**src/rtl/jtsdram_bank_rw.sv**
```systemverilog
// Per-bank SDRAM test channel: sweeps an address range, optionally writes an
// address-derived pattern, reads it back and tracks mismatches.
module jtsdram_bank_rw #(
    parameter int          AW     = 22,
    parameter int          DW     = 16,
    parameter int          EW     = 8,
    parameter logic [31:0] SEED   = 32'h5A3C,
    parameter int          GAP    = 4,
    parameter int          VBONLY = 0
) (
    input  logic          clk,
    input  logic          rst,
    input  logic          LVBL,
    input  logic          start,
    input  logic          mode,
    input  logic          slow,
    input  logic [AW-1:0] base,
    input  logic [AW-1:0] len,
    output logic [AW-1:0] addr,
    output logic          rd,
    output logic          wr,
    output logic [DW-1:0] din,
    output logic [1:0]    din_m,
    input  logic          ack,
    input  logic          rdy,
    input  logic [31:0]   data_read,
    output logic          busy,
    output logic          done,
    output logic          bad,
    output logic [EW-1:0] err_cnt,
    output logic [AW-1:0] fail_addr
);

    typedef enum logic [2:0] {IDLE, WAIT_VB, REQ, RESP, GAP_W, FIN} state_t;

    state_t        st;
    logic [AW-1:0] cnt;
    logic          mode_r;
    logic          slow_r;
    logic          wph;       // current address is in its write phase
    logic [15:0]   gap_cnt;
    logic          unused_rd_hi;

    assign din_m        = 2'b00;
    assign unused_rd_hi = ^data_read;

    // Reference pattern; the address is zero-extended when narrower than DW.
    function automatic logic [DW-1:0] pat(input logic [AW-1:0] a, input logic m);
        logic [AW+DW-1:0] ext;
        ext = {{DW{1'b0}}, a};
        return ext[DW-1:0] ^ SEED[DW-1:0] ^ {DW{m}};
    endfunction

    always_ff @(posedge clk) begin
        if (rst) begin
            st        <= IDLE;
            addr      <= '0;
            din       <= '0;
            err_cnt   <= '0;
            fail_addr <= '0;
            rd        <= 1'b0;
            wr        <= 1'b0;
            busy      <= 1'b0;
            done      <= 1'b0;
            bad       <= 1'b0;
            cnt       <= '0;
            mode_r    <= 1'b0;
            slow_r    <= 1'b0;
            wph       <= 1'b0;
            gap_cnt   <= '0;
        end else begin
            case (st)
                IDLE: begin
                    if (start) begin
                        bad       <= 1'b0;
                        err_cnt   <= '0;
                        fail_addr <= '0;
                        done      <= 1'b0;
                        addr      <= base;
                        cnt       <= len;
                        busy      <= 1'b1;
                        mode_r    <= mode;
                        slow_r    <= slow;
                        wph       <= mode;
                        st        <= WAIT_VB;
                    end
                end
                WAIT_VB: begin
                    if (!(VBONLY != 0 && LVBL)) begin
                        st <= REQ;
                        if (wph) begin
                            wr  <= 1'b1;
                            din <= pat(addr, mode_r);
                        end else begin
                            rd  <= 1'b1;
                        end
                    end
                end
                REQ: begin
                    if (ack) begin
                        rd <= 1'b0;
                        wr <= 1'b0;
                        st <= RESP;
                    end
                end
                RESP: begin
                    if (rdy) begin
                        if (wph) begin
                            wph <= 1'b0;
                            st  <= WAIT_VB;
                        end else begin
                            if (data_read[DW-1:0] != pat(addr, mode_r)) begin
                                bad <= 1'b1;
                                if (err_cnt != {EW{1'b1}}) err_cnt <= err_cnt + 1'b1;
                                if (err_cnt == '0) fail_addr <= addr;
                            end
                            addr <= addr + 1'b1;
                            // len==0 loads cnt=0, which wraps and covers 2^AW addresses
                            cnt  <= cnt - 1'b1;
                            wph  <= mode_r;
                            if (cnt == {{(AW-1){1'b0}}, 1'b1}) begin
                                st <= FIN;
                            end else if (slow_r && GAP > 0) begin
                                gap_cnt <= 16'(GAP);
                                st      <= GAP_W;
                            end else begin
                                st <= WAIT_VB;
                            end
                        end
                    end
                end
                GAP_W: begin
                    if (gap_cnt <= 16'd1) st <= WAIT_VB;
                    else gap_cnt <= gap_cnt - 16'd1;
                end
                FIN: begin
                    busy <= 1'b0;
                    done <= 1'b1;
                    st   <= IDLE;
                end
                default: st <= IDLE;
            endcase
        end
    end

endmodule
```
**config.mk**
```make
export PLATFORM = sky130hd
export DESIGN_NAME = jtsdram_bank_rw
export DESIGN_NICKNAME = d
export VERILOG_FILES = /design/src/rtl/jtsdram_bank_rw.sv
export SDC_FILE = /design/constraint.sdc
export NUM_CORES = 1
export LEC_CHECK = 0
export CAP_MARGIN = 20
export CORE_MARGIN = 5
export CORE_UTILIZATION = 50
export CTS_CLUSTER_DIAMETER = 60
export DETAILED_ROUTE_END_ITERATION = 10
export GPL_TIMING_DRIVEN = 0
export PLACE_DENSITY_LB_ADDON = 0.3
export SETUP_SLACK_MARGIN = 0.05
export SYNTH_ARGS = -nofsm -noshare
export SYNTH_HDL_FRONTEND = slang
export SYNTH_SLANG_ARGS = --single-unit
export TNS_END_PERCENT = 50
```
**constraint.sdc**
```tcl
create_clock -name clk -period 2.6 [get_ports clk]
set_clock_uncertainty 0.05 [all_clocks]
set_input_delay 0.26 -clock clk [delete_from_list [all_inputs] [get_ports clk]]
set_output_delay 0.26 -clock clk [all_outputs]
set_load 0.01 [all_outputs]
```
# After elaboration in Yosys (flattened, before gate mapping)
# Index checks and enable logic that the tools add are counted.
totals:
  register_bits: 117
  inputBits: 84
  output_inout_bits: 75
  wordCells: 112
op_classes:
  addsub: 4
  n_lt_le_gt_ge: 1
  eq_ne: 21
  n_mux: 51
  bitwise: 2
  reduce_logical: 18
op_table:
  columns: ["operator", "n"]
  rows:
  - ["22-bit two-way mux", 11]
  - ["22-bit case mux with 2 select lines", 3]
  - ["16-bit two-way mux", 5]
  - ["8-bit two-way mux", 5]
  - ["16-bit case mux with 2 select lines", 1]
  - ["2-bit inequality test (second input constant)", 13]
  - ["22-bit by 1-bit adder with 22-bit output (second input constant)", 1]
  - ["22-bit by 1-bit == test with 1-bit output (second input constant)", 1]
  - ["22-bit by 1-bit subtractor with 22-bit output (second input constant)", 1]
  - ["3-bit two-way mux", 7]
  - ["6-bit AND reduction", 3]
  - ["16-bit by 1-bit less-or-equal comparator with 1-bit output (second input constant)", 1]
  - ["16-bit inequality test", 1]
  - ["8-bit case mux with 2 select lines", 1]
  - ["16-bit by 1-bit subtractor with 16-bit output (second input constant)", 1]
  - ["16-bit XOR", 1]
  - ["3-bit case mux with 5 select lines", 1]
  - ["1-bit case mux with 2 select lines", 6]
  - ["1-bit two-way mux", 11]
  - ["3-bit AND reduction", 3]
  - ["8-bit by 1-bit adder with 8-bit output (second input constant)", 1]
  - ["8-bit zero test", 1]
  - ["8-bit inequality test (second input constant)", 1]
  - ["8-bit NOT", 1]
  - ["8 further kinds", 16]

# Logic depth before layout (Yosys ltp)
# Gate-level depths: netlist (run 1).
depth:
  word_depth: 7
  depth_mapped: 11
  ltp_nobuf: 9

# Least setup slack after synthesis (run 1)
# Ideal clock, no wire load.
synth_timing:
  path_kind: "register -> register"
  start: "reg addr[11]"
  end: "reg fail_addr[7]"
  setup_ns: 0.059
  arrival_ns: 2.043
  required_ns: 2.491
  path_slack_ns: 0.448
  path_stages_with_launch: 10
  n_path_buf: 2
  synth_period_minus_slack_ns: 2.152
  cell_sequence: "dfxtp_1 -> buf_2 -> o22ai_1 -> nor3_1 -> o2111ai_1 -> a221oi_2 -> a31oi_2 -> a21oi_2 -> buf_6 -> a22o_1"
synth_via:
  elab_chain_cells: 5
synth_lines:
  columns: ["element", "line", "rtl"]
  rows:
  - ["start: declaration", "19", "output logic [AW-1:0] addr,"]
  - ["start signal: assignment", "79", "addr <= base;"]
  - ["start signal: assignment", "117", "addr <= addr + 1'b1;"]
  - ["8-bit NOT (no line)", null, null]
  - ["16-bit XOR", "51", "return ext[DW-1:0] ^ SEED[DW-1:0] ^ {DW{m}};"]
  - ["16-bit inequality test", "112", "if (data_read[DW-1:0] != pat(addr, mode_r)) begin"]
  - ["2-bit inequality test (no line)", null, null]
  - ["6-bit AND reduction (no line)", null, null]
  - ["end signal: assignment", "115", "if (err_cnt == '0) fail_addr <= addr;"]
  - ["end: declaration", "31", "output logic [AW-1:0] fail_addr"]
# No other way between the ends.
# A chain may end at the register's enable or synchronous reset.

# Final worst setup path (run 1)
layout_timing:
  start: "reg addr[5]"
  end: "reg fail_addr[4]"
# Same word-level chain as after synthesis.

==> metrics, run 1 <==
flop-to-flop setup slack=0.12 ns; Synth area leaders=dfxtp_1, nor2_1, a21oi_1; Mean Syn Cell Area=about 8.0 sq um; register bit count reported by yosys=117; Top FF cell, synth=dfxtp_1; final period utilization=around 95%; sequential fraction of the synthesis area=a little under two fifths; worst vdd ir=497.1 uV; Pint=around 4.3 mW; Starting DRT DRC Count=1,118; post-place setup slack=-0.2736 ns; clock sink count=approximately 120; Routed WL=between 20,000 and 25,000 um; H-tree depth=4; Final Max Slew Viols=0; Worst EP required=approximately 2.9 ns; layout cells sized above 1=between 8 and 9%; crit end category=flop; Rel. slew slack=37.68%; Logic pwr share=between 20% and 30%; largest net degree at the start of global routing=17; setup ws final=about 0.12 ns; Max Cap Viol=0; outcome=complete, no violations; final setup fails=0; cts-stage hold buffer count=0; most common cell after layout, fill and taps aside=clkdlybuf4s50_1; global-route wire length before repair=33,420 um; Async SR Flop Fraction=0%; hold crit path type=primary input to flop; Initial Util=50.49%; Placed Cells=~1,100; Sw Pwr=roughly 2 mW; Syn Inst Count=785; Reg-to-Reg End=fail_addr[4]; I/O Buffers=approximately 140; actual slew at the worst max-slew pin=0.9263 ns; antenna diode count=0; Final Instance Count excl. Fillers=around 1,100; I/O pins=between 150 and 200; Max Clock Freq=402.8 MHz; nets@finish=a little over 1,000; Residual DRC=0; CP Class=flop to flop; Power Density=725.2 mW/mm^2; RSZ-0062 raised after global routing=false; Skew-Pair Late Insertion Delay=around 0.42 ns; Die Width=122.2 um; cell taking the most area after synthesis=dfxtp_1; final hold viol count=0; Fillers=1,031; Net Sw Frac=31.60%; post-synth top area share=between 30 and 40%; DR WL/cell=between 15 and 20 um; Worst Hold Path EP=st[0]; root buffer cell=clkbuf_16; Row Count=41; CP Max Fanout=10; CTS Buf Count=17; number of enable flip-flop cells after synthesis=0; antenna-violating nets left=0; Pre-antenna DRT Iters=6; leakage=3.097 nW; GRT Total Usage=between 20 and 30%; Via density=6.088; area grow syn2layout=36.64%; fin crit period=roughly 2.5 ns; synth warn=0; launch point of the worst path=addr[5]; R2R depth=9; TritonCTS clock tree=yes; RePlAce Congestion=roughly 0.96; WP data arrival=roughly 2.8 ns; Flop pwr share=between 30% and 40%; Die H=between 100 and 150 um; grt total ovfl=0; Worst setup SP type=flop; initial antenna violation count=0; hold_sp=rst; commonest cells after routing, fill and taps aside=clkdlybuf4s50_1, dfxtp_1, nor2_1; CTS clock-pin slew for the worst setup and hold paths=0.06 ns; Unique masters post-synth=72; r2r startpoint=addr[5]; Vias=around 6,900; clk buf depth=2; total chip power=6.236 mW; die area=~0.015 sq mm; WHS Path Cells=3; DPL Wire Length=roughly 15,000 um; Mapped Area=~0.0063 sq mm; Clock Power Share=approximately two fifths; core box area=0.01247 sq mm; vias in the first global route=~6,400
[synthesized netlist by cell type, drive strengths merged, types with 11 or more instances]
master,number
dfxtp,117
nor2,102
a21oi,63
nand2,55
o21ai,52
clkbuf,38
buf,31
a211oi,29
nand3,27
a22o,25
xnor2,24
inv,23
nor3,21
nand4,14
xor2,14
o22ai,11
[metrics by stage]
step / hold slack, ns / instance area (sq um) / utilization, % / TNS (ns)
2_1_floorplan: 0.3577 / 6297 / - / 0
5_1_grt: 0.3074 / 8600 / 68.99 / 0
3_3_place_gp: 0.4124 / 7894 / 63.32 / -6.464
4_1_cts: 0.2660 / 8518 / 68.33 / 0
6_report: 0.3104 / 8600 / 68.99 / 0
3_5_place_dp: 0.4148 / 7894 / 63.32 / -7.614
[final cells by class]
| type | instances | area [sq um] | share of cell area, % |
|---|---|---|---|
| repair buffers | 139 | 1389 | 16.15 |
| clock buffers | 22 | 464.2 | 5.398 |
| plain buffers | 69 | 360.3 | 4.190 |
| well taps | 172 | 215.2 | 2.503 |
| inverters | 23 | 86.33 | 1.004 |
| flip-flops and latches | 117 | 2342 | 27.24 |
| multi-input cells | 577 | 3590 | 41.74 |
| clock inverters | 10 | 152.6 | 1.775 |
[metal layers]
metal / track usage (%) / part of all wire, %
met1: 37.63 / 40
met2: 44.41 / 45
met3: 8.171 / 11
met4: 13.44 / 3.8
met5: 0 / 0
[timing repair]
action                     in CTS  in global routing
hold endpoints to repair        0                  0
buffers inserted                1                  0
setup endpoints to repair       1                 80
resized for setup               0                 16
pin swaps                       1                  3
cloned                          0                  0
[cells by family after synthesis]
kind of cell / count (synthesis) / synth area share [%]
other cells: 1 / 0.05958
buf+inv: 92 / 7.018
mux: 8 / 1.272
fa+ha+maj: 7 / 1.392
xor+xnor: 38 / 5.288
flops: 117 / 37.22
compound gates: 237 / 25.11
simple gates: 285 / 22.64
[sequential cells by signal, summed over array words and instances (netlist names)]
name / cells
addr: 22
cnt: 22
fail_addr: 22
din: 16
gap_cnt: 16
err_cnt: 8
st: 3
bad: 1
busy: 1
done: 1
mode_r: 1
rd: 1
slow_r: 1
wph: 1
wr: 1
[worst max path at each step]
stage          slack [ns]            to
2_1_floorplan        0.45  fail_addr[7]
3_3_place_gp        -0.24      addr[13]
3_5_place_dp        -0.27      addr[13]
4_1_cts              0.05      addr[13]
5_1_grt              0.04  fail_addr[1]
6_report             0.12  fail_addr[4]
[power by group through the flow]
stage	clock, mW	combinational, mW	sequential [mW]
after detailed placement	0	1.55	2.13
after global routing	2.59	1.76	2.12
after global placement	0	1.54	2.12
final	2.48	1.65	2.11
after CTS	2.49	1.57	2.09
after floorplan	0	0.944	2.13
[critical path, cell delays in order, from the launching register on]
cell and delay (ns):
dfxtp_1 0.38, clkbuf_4 0.24, xnor2_1 0.12, nor3_1 0.16, nand3_1 0.18, o211ai_1 0.45, a31oi_4 0.24, a21oi_4 0.26
buf_6 0.19, a22o_1 0.15
Note: power is estimated with default switching activity, not from simulation.
==> run 2: changes to the inputs <==
--- a/config.mk
+++ b/config.mk
@@ -12,6 +12,7 @@
 export DETAILED_ROUTE_END_ITERATION = 10
 export GPL_TIMING_DRIVEN = 0
 export PLACE_DENSITY_LB_ADDON = 0.3
+export REMOVE_ABC_BUFFERS = 1
 export SETUP_SLACK_MARGIN = 0.05
 export SYNTH_ARGS = -nofsm -noshare
 export SYNTH_HDL_FRONTEND = slang
==> metrics, run 2 (synthesis results as in run 1) <==
root buffer cell=clkbuf_16 (unchanged); antenna diode count=0 (unchanged); RSZ-0062 raised after global routing=true (was false); area grow syn2layout=35.53% (was 36.64%); die area=0.01493 sq mm (unchanged); CTS Buf Count=17 (unchanged); worst vdd ir=340.0 uV (was 497.1 uV); Top Registers=addr: 22 flops, cnt: 22 flops, fail_addr: 22 flops (unchanged); Slowest cell on crit path=or4_4 (was o211ai_1); outcome=complete, no violations (unchanged); final setup fails=0 (unchanged); H-tree depth=4 (unchanged); final period utilization=95.24% (was 95.49%); leakage=3.049 nW (was 3.097 nW); grt total ovfl=0 (unchanged); Final Util=68.42% (was 68.99%); crit path cell chain=nand3_1 > or2_4 > a21o_4 > buf_8 > or4_4 > a31oi_4 > buf_4 > a22o_1 (was clkbuf_4 > xnor2_1 > nor3_1 > nand3_1 > o211ai_1 > a31oi_4 > a21oi_4 > buf_6 > a22o_1); Die Width=122.2 um (unchanged); Final Instance Count excl. Fillers=1,087 (was 1,129); CP peak stage delay=0.57 ns (was 0.45 ns); placed cell areas=0.007685 sq mm (was 0.007894 sq mm); most common cell after layout, fill and taps aside=clkdlybuf4s50_1 (unchanged); GRT Total Usage=25.05% (was 28.91%); largest net degree at the start of global routing=83 (was 17); cts-stage hold buffer count=0 (unchanged); crit end category=flop (unchanged); initial antenna violation count=1 (was 0); I/O pins=159 (unchanged); CP Class=flop to flop (unchanged); hold crit path type=primary input to flop (unchanged); Routed WL=19,180 um (was 21,850 um); I/O Buffers=139 (was 138); Pre-antenna DRT Iters=7 (was 6); core box area=0.01247 sq mm (unchanged); Initial Util=50.49% (unchanged); Worst EP required=2.90 ns (was 2.91 ns); TritonCTS clock tree=yes (unchanged); Residual DRC=0 (unchanged); post-place setup slack=-1.265 ns (was -0.2736 ns); Row Count=41 (unchanged); Via density=6.015 (was 6.088); DR WL/cell=17.64 um (was 19.35 um); Power Density=674.7 mW/mm^2 (was 725.2 mW/mm^2); DPL Wire Length=12,440 um (was 15,220 um); actual slew at the worst max-slew pin=1.108 ns (was 0.9263 ns); Rel. slew slack=26.14% (was 37.68%); CTS clock-pin slew for the worst setup and hold paths=0.05 ns (was 0.06 ns); RePlAce Congestion=0.9044 (was 0.9563); Worst setup SP type=flop (unchanged); Final Max Slew Viols=0 (unchanged); clk buf depth=2 (unchanged); Design Area, Final=0.008529 sq mm (was 0.008600 sq mm); CP bufs+invs=2 (unchanged); layout cells sized above 1=10.49% (was 8.882%); final hold viol count=0 (unchanged); Vias=6,538 (was 6,873); clock sink count=117 (unchanged); Placed Cells=1,033 (was 1,096); Skew-Pair Late Insertion Delay=0.41 ns (was 0.42 ns); final setup TNS=0 ns (unchanged); Max Clock Freq=403.8 MHz (was 402.8 MHz); Starting DRT DRC Count=518 (was 1,118); antenna-violating nets left=0 (unchanged); vias in the first global route=6,131 (was 6,351); setup ws final=0.1238 ns (was 0.1174 ns); global-route wire length before repair=30,120 um (was 33,420 um); fin crit period=2.476 ns (was 2.483 ns); CP Max Fanout=17 (was 10); critical path's top delay family=simple AND/OR/NAND/NOR gates (was compound AO/OA/AOI/OAI gates); WP data arrival=2.78 ns (was 2.80 ns); Die H=122.2 um (unchanged); nets@finish=995 (was 1,035); Max Cap Viol=0 (unchanged); commonest cells after routing, fill and taps aside=clkdlybuf4s50_1, dfxtp_1, nor2_1 (unchanged)
[run 2: cell count changes in the layout (fill, tap and decap cells not counted), sizes merged]
cell      delta
clkinvlp     -1
clkbuf      -37
a31oi        +1
a21o         +1
a21oi        +1
nand2        +1
buf          -4
bufinv       -4
[run 2: stage by stage]
step | hold slack, ns | power [mW]
floorplan | 0.2746 | 2.973
global placement | 0.4036 | 3.482
detailed placement | 0.4174 | 3.578
CTS | 0.3635 | 5.718
global route | 0.3869 | 6.021
finish | 0.3731 | 5.755
[run 2: worst register-to-register path, stage by stage (launching register included)]
cell and delay, ns:
dfxtp_4 0.41, nand3_1 0.12, or2_4 0.28, a21o_4 0.27
buf_8 0.18, or4_4 0.57, a31oi_4 0.18, buf_4 0.19
a22o_1 0.16
[run 2: routing by layer]
layer  track usage (%)  wire, um  up-vias
met5                 0        13        -
met2             40.26      9274      305
met3             6.082      1407       37
met1             31.91      8039     3107
met4             11.27       446        2
li1                  -         -     3087
[run 2: worst paths after layout]
path,start,depth (start not counted),end,slack [ns]
hold / removal,slow,3,slow_r,0.37
hold reg to reg,fail_addr[5],1,fail_addr[5],0.43
setup reg to reg,st[1],8,fail_addr[13],0.12
setup / recovery,st[1],8,fail_addr[13],0.12
[run 2: power breakdown]
| part | switching, mW | total [mW] | leakage (nW) | internal (mW) |
|---|---|---|---|---|
| combinational | 0.790 | 1.48 | 1.83 | 0.692 |
| sequential | 0.257 | 2.21 | 0.959 | 1.95 |
| clock | 0.765 | 2.06 | 0.263 | 1.30 |
[run 2: final cells by class]
type | count | area [sq um]
multi-input combinational | 581 | 3669
clock buffer | 25 | 495.5
clock inverter | 5 | 25.02
tap | 172 | 215.2
fill | 978 | 3936
inverter | 23 | 86.33
timing repair buffer | 164 | 1669
sequential | 117 | 2370
[run 2: repair_timing]
action,in CTS,in global routing
buffers inserted,15,4
resized for setup,15,20
endpoints found under the setup margin,33,54
hold endpoints to repair,0,0
cloned,3,1
pin swaps,5,3
==> edit 1, RTL diff (flow settings as in run 2) <==
Re-encode `state_t` (6 states) as one-hot, 6 bits wide.
--- a/src/rtl/jtsdram_bank_rw.sv
+++ b/src/rtl/jtsdram_bank_rw.sv
@@ -33,3 +33,3 @@
 
-    typedef enum logic [2:0] {IDLE, WAIT_VB, REQ, RESP, GAP_W, FIN} state_t;
+    typedef enum logic [5:0] {IDLE = 6'b000001, WAIT_VB = 6'b000010, REQ = 6'b000100, RESP = 6'b001000, GAP_W = 6'b010000, FIN = 6'b100000} state_t;
 
Function: same outputs for any inputs over 4 cycles, from zero or initial values and one cycle with rst high; so few cycles prove little.
==> edit 1 against run 2 <==
- clock power is 5% higher
- fmax down 3.0%
- largest power group unchanged
- power rose by 20%
- wire length grew 21%
- area after synthesis up 7.5%
- first-iteration DRC count up 31%
- sequential cell count up 3
- design area is 12% higher
- critical path type unchanged
- utilization up 3.9 points
- non-clock buffer count grew 22
- setup slack worse by 0.077 ns
==> edit 1: results (changes against run 2) <==
| Metric | Value |
|---|---|
| Final wirelength | `23100 um (+21%)` |
| Max Buffers Root-to-Sink | `2 (unchanged)` |
| Biggest regs | `addr (22), cnt (22), fail_addr (22)` |
| Worst-path maximum fanout | `8 (-9)` |
| Synth unique cells | `74 (+2.8%)` |
| Outcome | `completed` |
| Pre-CTS WS | `-1.05 ns (+0.210 ns)` |
| Root buffer cell | `clkbuf_16` |
| Global placement routability congestion | `0.851 (-5.9%)` |
| First-pass GRT wire length | `33100 um (+9.9%)` |
| CP max-delay cell | `or4_4` |
| Min-delay worst type | `in2reg` |
| Post-Synthesis Cells | `844 (+7.5%)` |
| Largest net degree at the start of global routing | `88 (+6.0%)` |
| Cell Count, Final, Fillers Out | `1176 (+8.2%)` |
| Global routing usage on met1 | `34.0% (+2.1 points)` |
| Worst-skew pair later-pin latency | `0.42 ns` |
| Total global routing track utilization | `25.6% (+0.57 points)` |
| Vias in the first global route | `6268 (+2.2%)` |
| Part of the Yosys area used for sequential elements | `35.5% (-1.7 points)` |
| CP top delay family | `simple AND/OR/NAND/NOR gates` |
| TritonRoute pass-1 iters | `5 (-2)` |
| Most used routing layer | `met2` |
| CTS clk-pin slew, worst paths | `0.05 ns (about the same)` |
| Synth warn | `0 (unchanged)` |
| Worst EP arrival | `2.79 ns (about the same)` |
| Vias/cell | `6.09 (+1.2%)` |
| Static leakage | `3.47 nW (+14%)` |
| Post-placement cell count | `1100 (+6.5%)` |
| Layout cells sized above 1 | `16.2% (+5.7 points)` |
| HPWL after DPL | `13100 um (+5.2%)` |
| Synth cell count leaders | `120 x dfxtp_1, 101 x nor2_1, 92 x nand2_1, 57 x a21oi_1, 47 x o21ai_0` |
| Worst VDD drop | `0.000531 V (+56%)` |
| Top cells by area, synth | `dfxtp_1 36%, nor2_1 5.6%, o32ai_2 5.3%, nand2_1 5.1%, a21oi_1 4.2%` |
| Slew @ Worst Pin | `0.870 ns (-0.238 ns)` |
| Met2 usage | `40.3% (+0.082 points)` |
| Met3 GRT Util | `5.46% (-0.62 points)` |
| Antenna violations before repair | `0 (-1)` |
| Initial DRC count | `681 (+31%)` |
-- edit 1: cell count changes in the layout (fill, tap and decap cells not counted), moves of 7 or more --
| cell | run 2 | this run |
|---|---|---|
| inv_1 | 23 | 39 |
| a22o_1 | 25 | 3 |
| buf_4 | 20 | 27 |
| a211oi_1 | 28 | 21 |
| o32ai_2 | 0 | 21 |
| o22ai_1 | 11 | 3 |
| mux2i_1 | 8 | 0 |
| nand2_1 | 53 | 92 |
-- edit 1: routing by layer --
layer  part of all wire [%]  vias up
met3                    9.3       64
met2                     47      402
met1                     40     3346
li1                       -     3345
met5                      0        -
met4                    3.5        0
-- edit 1: cell type report --
cell class	instances	area, um^2
tap	176	220
inverter	41	154
timing repair buffer	186	2070
clock inverter	3	15.0
fill	991	3660
sequential	120	2430
clock buffer	26	519
multi-input combinational	624	4180
-- edit 1: final timing paths --
check | start | to | slack [ns] | depth (start not counted)
worst max-delay path | cnt[1] | gap_cnt[11] | 0.05 | 9
worst min-delay path | rst | addr[6] | 0.22 | 2
worst max register to register | cnt[1] | gap_cnt[11] | 0.05 | 9
worst min register to register | din[14] | din[14] | 0.40 | 2
-- edit 1: timing repair --
item,CTS,global route
hold buffers,0,0
pin swaps,11,13
gates resized for setup,29,28
setup endpoints to repair,95,63
gates cloned,7,8
buffers inserted,15,17
-- edit 1: cells by family after synthesis --
family,count (synthesis),share of synthesized area (%)
adders and majority gates,7,1.29
and+or+nand+nor,342,25.1
other,1,0.0554
DFF,120,35.5
AOI/OAI and AO/OA,222,25.0
xor gates and xnor gates,43,5.57
buffers and inverters,109,7.51
-- edit 1: worst register-to-register path, stage by stage, from the launching register on --
cell and delay [ns]:
dfxtp_2 0.32, inv_2 0.08, ha_4 0.12, or4b_1 0.43, or4_4 0.56, o2111ai_4 0.31, a21boi_4 0.15, and4b_1 0.21
xnor2_1 0.15, nor2_1 0.05
-- edit 1: through the flow --
| stage | hold WS, ns | cell area, um^2 |
|---|---|---|
| floorplan | 0.276 | 6420 |
| global placement | 0.387 | 8030 |
| detailed placement | 0.394 | 8240 |
| CTS | 0.194 | 9120 |
| global route | 0.220 | 9580 |
| finish | 0.222 | 9580 |
-- edit 1: report_power, final --
group          switching [W]  internal (W)
clock network       0.000817       0.00135
logic                0.00122       0.00115
registers           0.000342       0.00204
total                0.00238       0.00453
==> edit 2, RTL diff (config.mk and constraints of run 2) <==
Without the edit above. `EW`: 8 -> 9.
--- a/src/rtl/jtsdram_bank_rw.sv
+++ b/src/rtl/jtsdram_bank_rw.sv
@@ -5,3 +5,3 @@
     parameter int          DW     = 16,
-    parameter int          EW     = 8,
+    parameter int          EW     = 9,
     parameter logic [31:0] SEED   = 32'h5A3C,
Interface: changed (resized err_cnt); port bits go from 159 to 160. No check against the original RTL was run, so the function may have changed too.
==> edit 2 against run 2 <==
- the run now ends with negative setup slack left
- design area up 8.4%
- combinational power down 23%
- die area increased by 0.16%
- area after synthesis rose by 0.18%
- synthesized cell count increased by 4.5%
- utilization increased by 5.7 points
- non-clock buffer count rose by 32
- sequential cell count increased by 1
- setup slack worse by 0.13 ns
- clock power grew 24%
- critical endpoint is now gap_cnt[8]
- sequential power down 6%
- critical path type unchanged
- power increased by 0.23%
- cell count grew 6.0%
- wire length rose by 9.0%
==> edit 2: results (changes against run 2) <==
| Metric | Value |
|---|---|
| Outcome | `complete, but fails checks` |
| Failing checks | `negative setup slack` |
| Synth cell count leaders | `118 x dfxtp_1, 106 x nor2_1, 71 x nand2_1, 69 x a21oi_1, 61 x clkbuf_1` |
| Static leakage | `3.30 nW (+8.3%)` |
| Synth unique cells | `56 (-22%)` |
| Initial DRC count | `706 (+36%)` |
| TritonRoute pass-1 iters | `5 (-2)` |
| Switching power | `0.00159 W (-13%)` |
| CTS clk-pin slew, worst paths | `0.06 ns` |
| Fin worst setup slack | `-0.00637 ns (-0.130 ns)` |
| TritonCTS Buffers | `17 (unchanged)` |
| Antenna cells | `0 (unchanged)` |
| Worst EP arrival | `2.86 ns (+0.08 ns)` |
| Total global routing track utilization | `25.4% (+0.39 points)` |
| Relative slew margins | `38.7% (+13 points)` |
| Part of the Yosys area used for sequential elements | `37.5% (+0.25 points)` |
| Worst VDD drop | `0.000382 V (+12%)` |
| Post-place instance area | `7820 um^2 (+1.7%)` |
| Final wirelength | `20900 um (+9.0%)` |
| Antenna violations before repair | `0 (-1)` |
| Max Buffers Root-to-Sink | `2 (unchanged)` |
| Min-delay worst type | `in2reg` |
| Biggest regs | `addr (22), cnt (22), fail_addr (22)` |
| Worst-skew pair later-pin latency | `0.42 ns` |
| Comb pwr share | `19.8% (-6.0 points)` |
| H-tree depth | `4 (unchanged)` |
| TNS Setup | `-0.00637 ns (-0.00637 ns)` |
| Design Power | `0.00577 W (+0.23%)` |
| DRC | `0 (unchanged)` |
| # nets final | `1059 (+6.4%)` |
| Vias in the first global route | `6113 (-0.29%)` |
| Total of fill cells in the finished design | `903 (-7.7%)` |
| Worst-path maximum fanout | `4 (-13)` |
| Final setup viols | `1 (+1)` |
| Top cells by area, synth | `dfxtp_1 37%, nor2_1 6.3%, a21oi_1 5.5%, xnor2_1 4.9%, o21ai_0 4.7%` |
| Vias/cell | `5.99 (-0.45%)` |
| Global placement routability congestion | `0.826 (-8.7%)` |
| Layout cells sized above 1 | `15.8% (+5.3 points)` |
| P_clk | `0.00256 W (+24%)` |
| HPWL after DPL | `12100 um (-2.6%)` |
| Port buffer count | `140 (+0.72%)` |
| Root buffer cell | `clkbuf_16` |
| Storage cell area | `2390 um^2 (+1.0%)` |
| First-pass GRT wire length | `30700 um (+1.9%)` |
| Largest net degree at the start of global routing | `77 (-7.2%)` |
## edit 2: path summary, 6_finish.rpt
check,from,end,slack [ns],cells past startpoint
worst min register to register,fail_addr[16],fail_addr[16],0.40,2
worst max register to register,gap_cnt[4],gap_cnt[8],-0.006,8
worst max-delay path,gap_cnt[4],gap_cnt[8],-0.006,8
worst min-delay path,rst,cnt[8],0.19,2
## edit 2: what timing repair did
action,in CTS,in global routing
gates cloned,2,6
pin swaps,10,16
resized for setup,24,51
setup endpoints to repair,53,57
buffers inserted,9,34
## edit 2: critical path: stages (launching register included)
cell,delay (ns)
dfxtp_4,0.35
or4_4,0.56
or4_4,0.45
o311a_4,0.34
a31oi_4,0.27
buf_6,0.16
nor3_2,0.05
xnor2_1,0.21
nor2_1,0.05
## edit 2: area by class of cell
| class | count | share of cell area [%] |
|---|---|---|
| flip-flops and latches | 118 | 25.9 |
| well taps | 172 | 2.33 |
| inverters | 23 | 0.934 |
| repair buffers | 196 | 22.0 |
| clock buffers | 18 | 4.75 |
| multi-input cells | 611 | 41.8 |
| clock inverters | 14 | 2.23 |
## edit 2: metal layers
layer	track usage, %	share of wire [%]	vias to the layer above
met5	0	0	-
met4	11.3	2.9	0
met3	4.79	8.6	48
met2	42.1	48	323
met1	32.3	40	3275
li1	-	-	3252
## edit 2: kinds of logic after synthesis
kind of cell | synth area share (%)
AO/OA/AOI/OAI | 23.8
XOR/XNOR | 5.70
adder cells (fa/ha/maj) | 1.59
buffers and inverters | 5.99
flip-flops | 37.5
multiplexers | 1.27
other | 0.0595
AND/OR/NAND/NOR | 24.2
## edit 2: metrics by stage
stage / cells / setup WS, ns
finish: 1152 / -0.00637
global route: 1152 / -0.0688
CTS: 1112 / -0.102
detailed placement: 1069 / -1.09
global placement: 1061 / -4.60
floorplan: 749 / -2.48
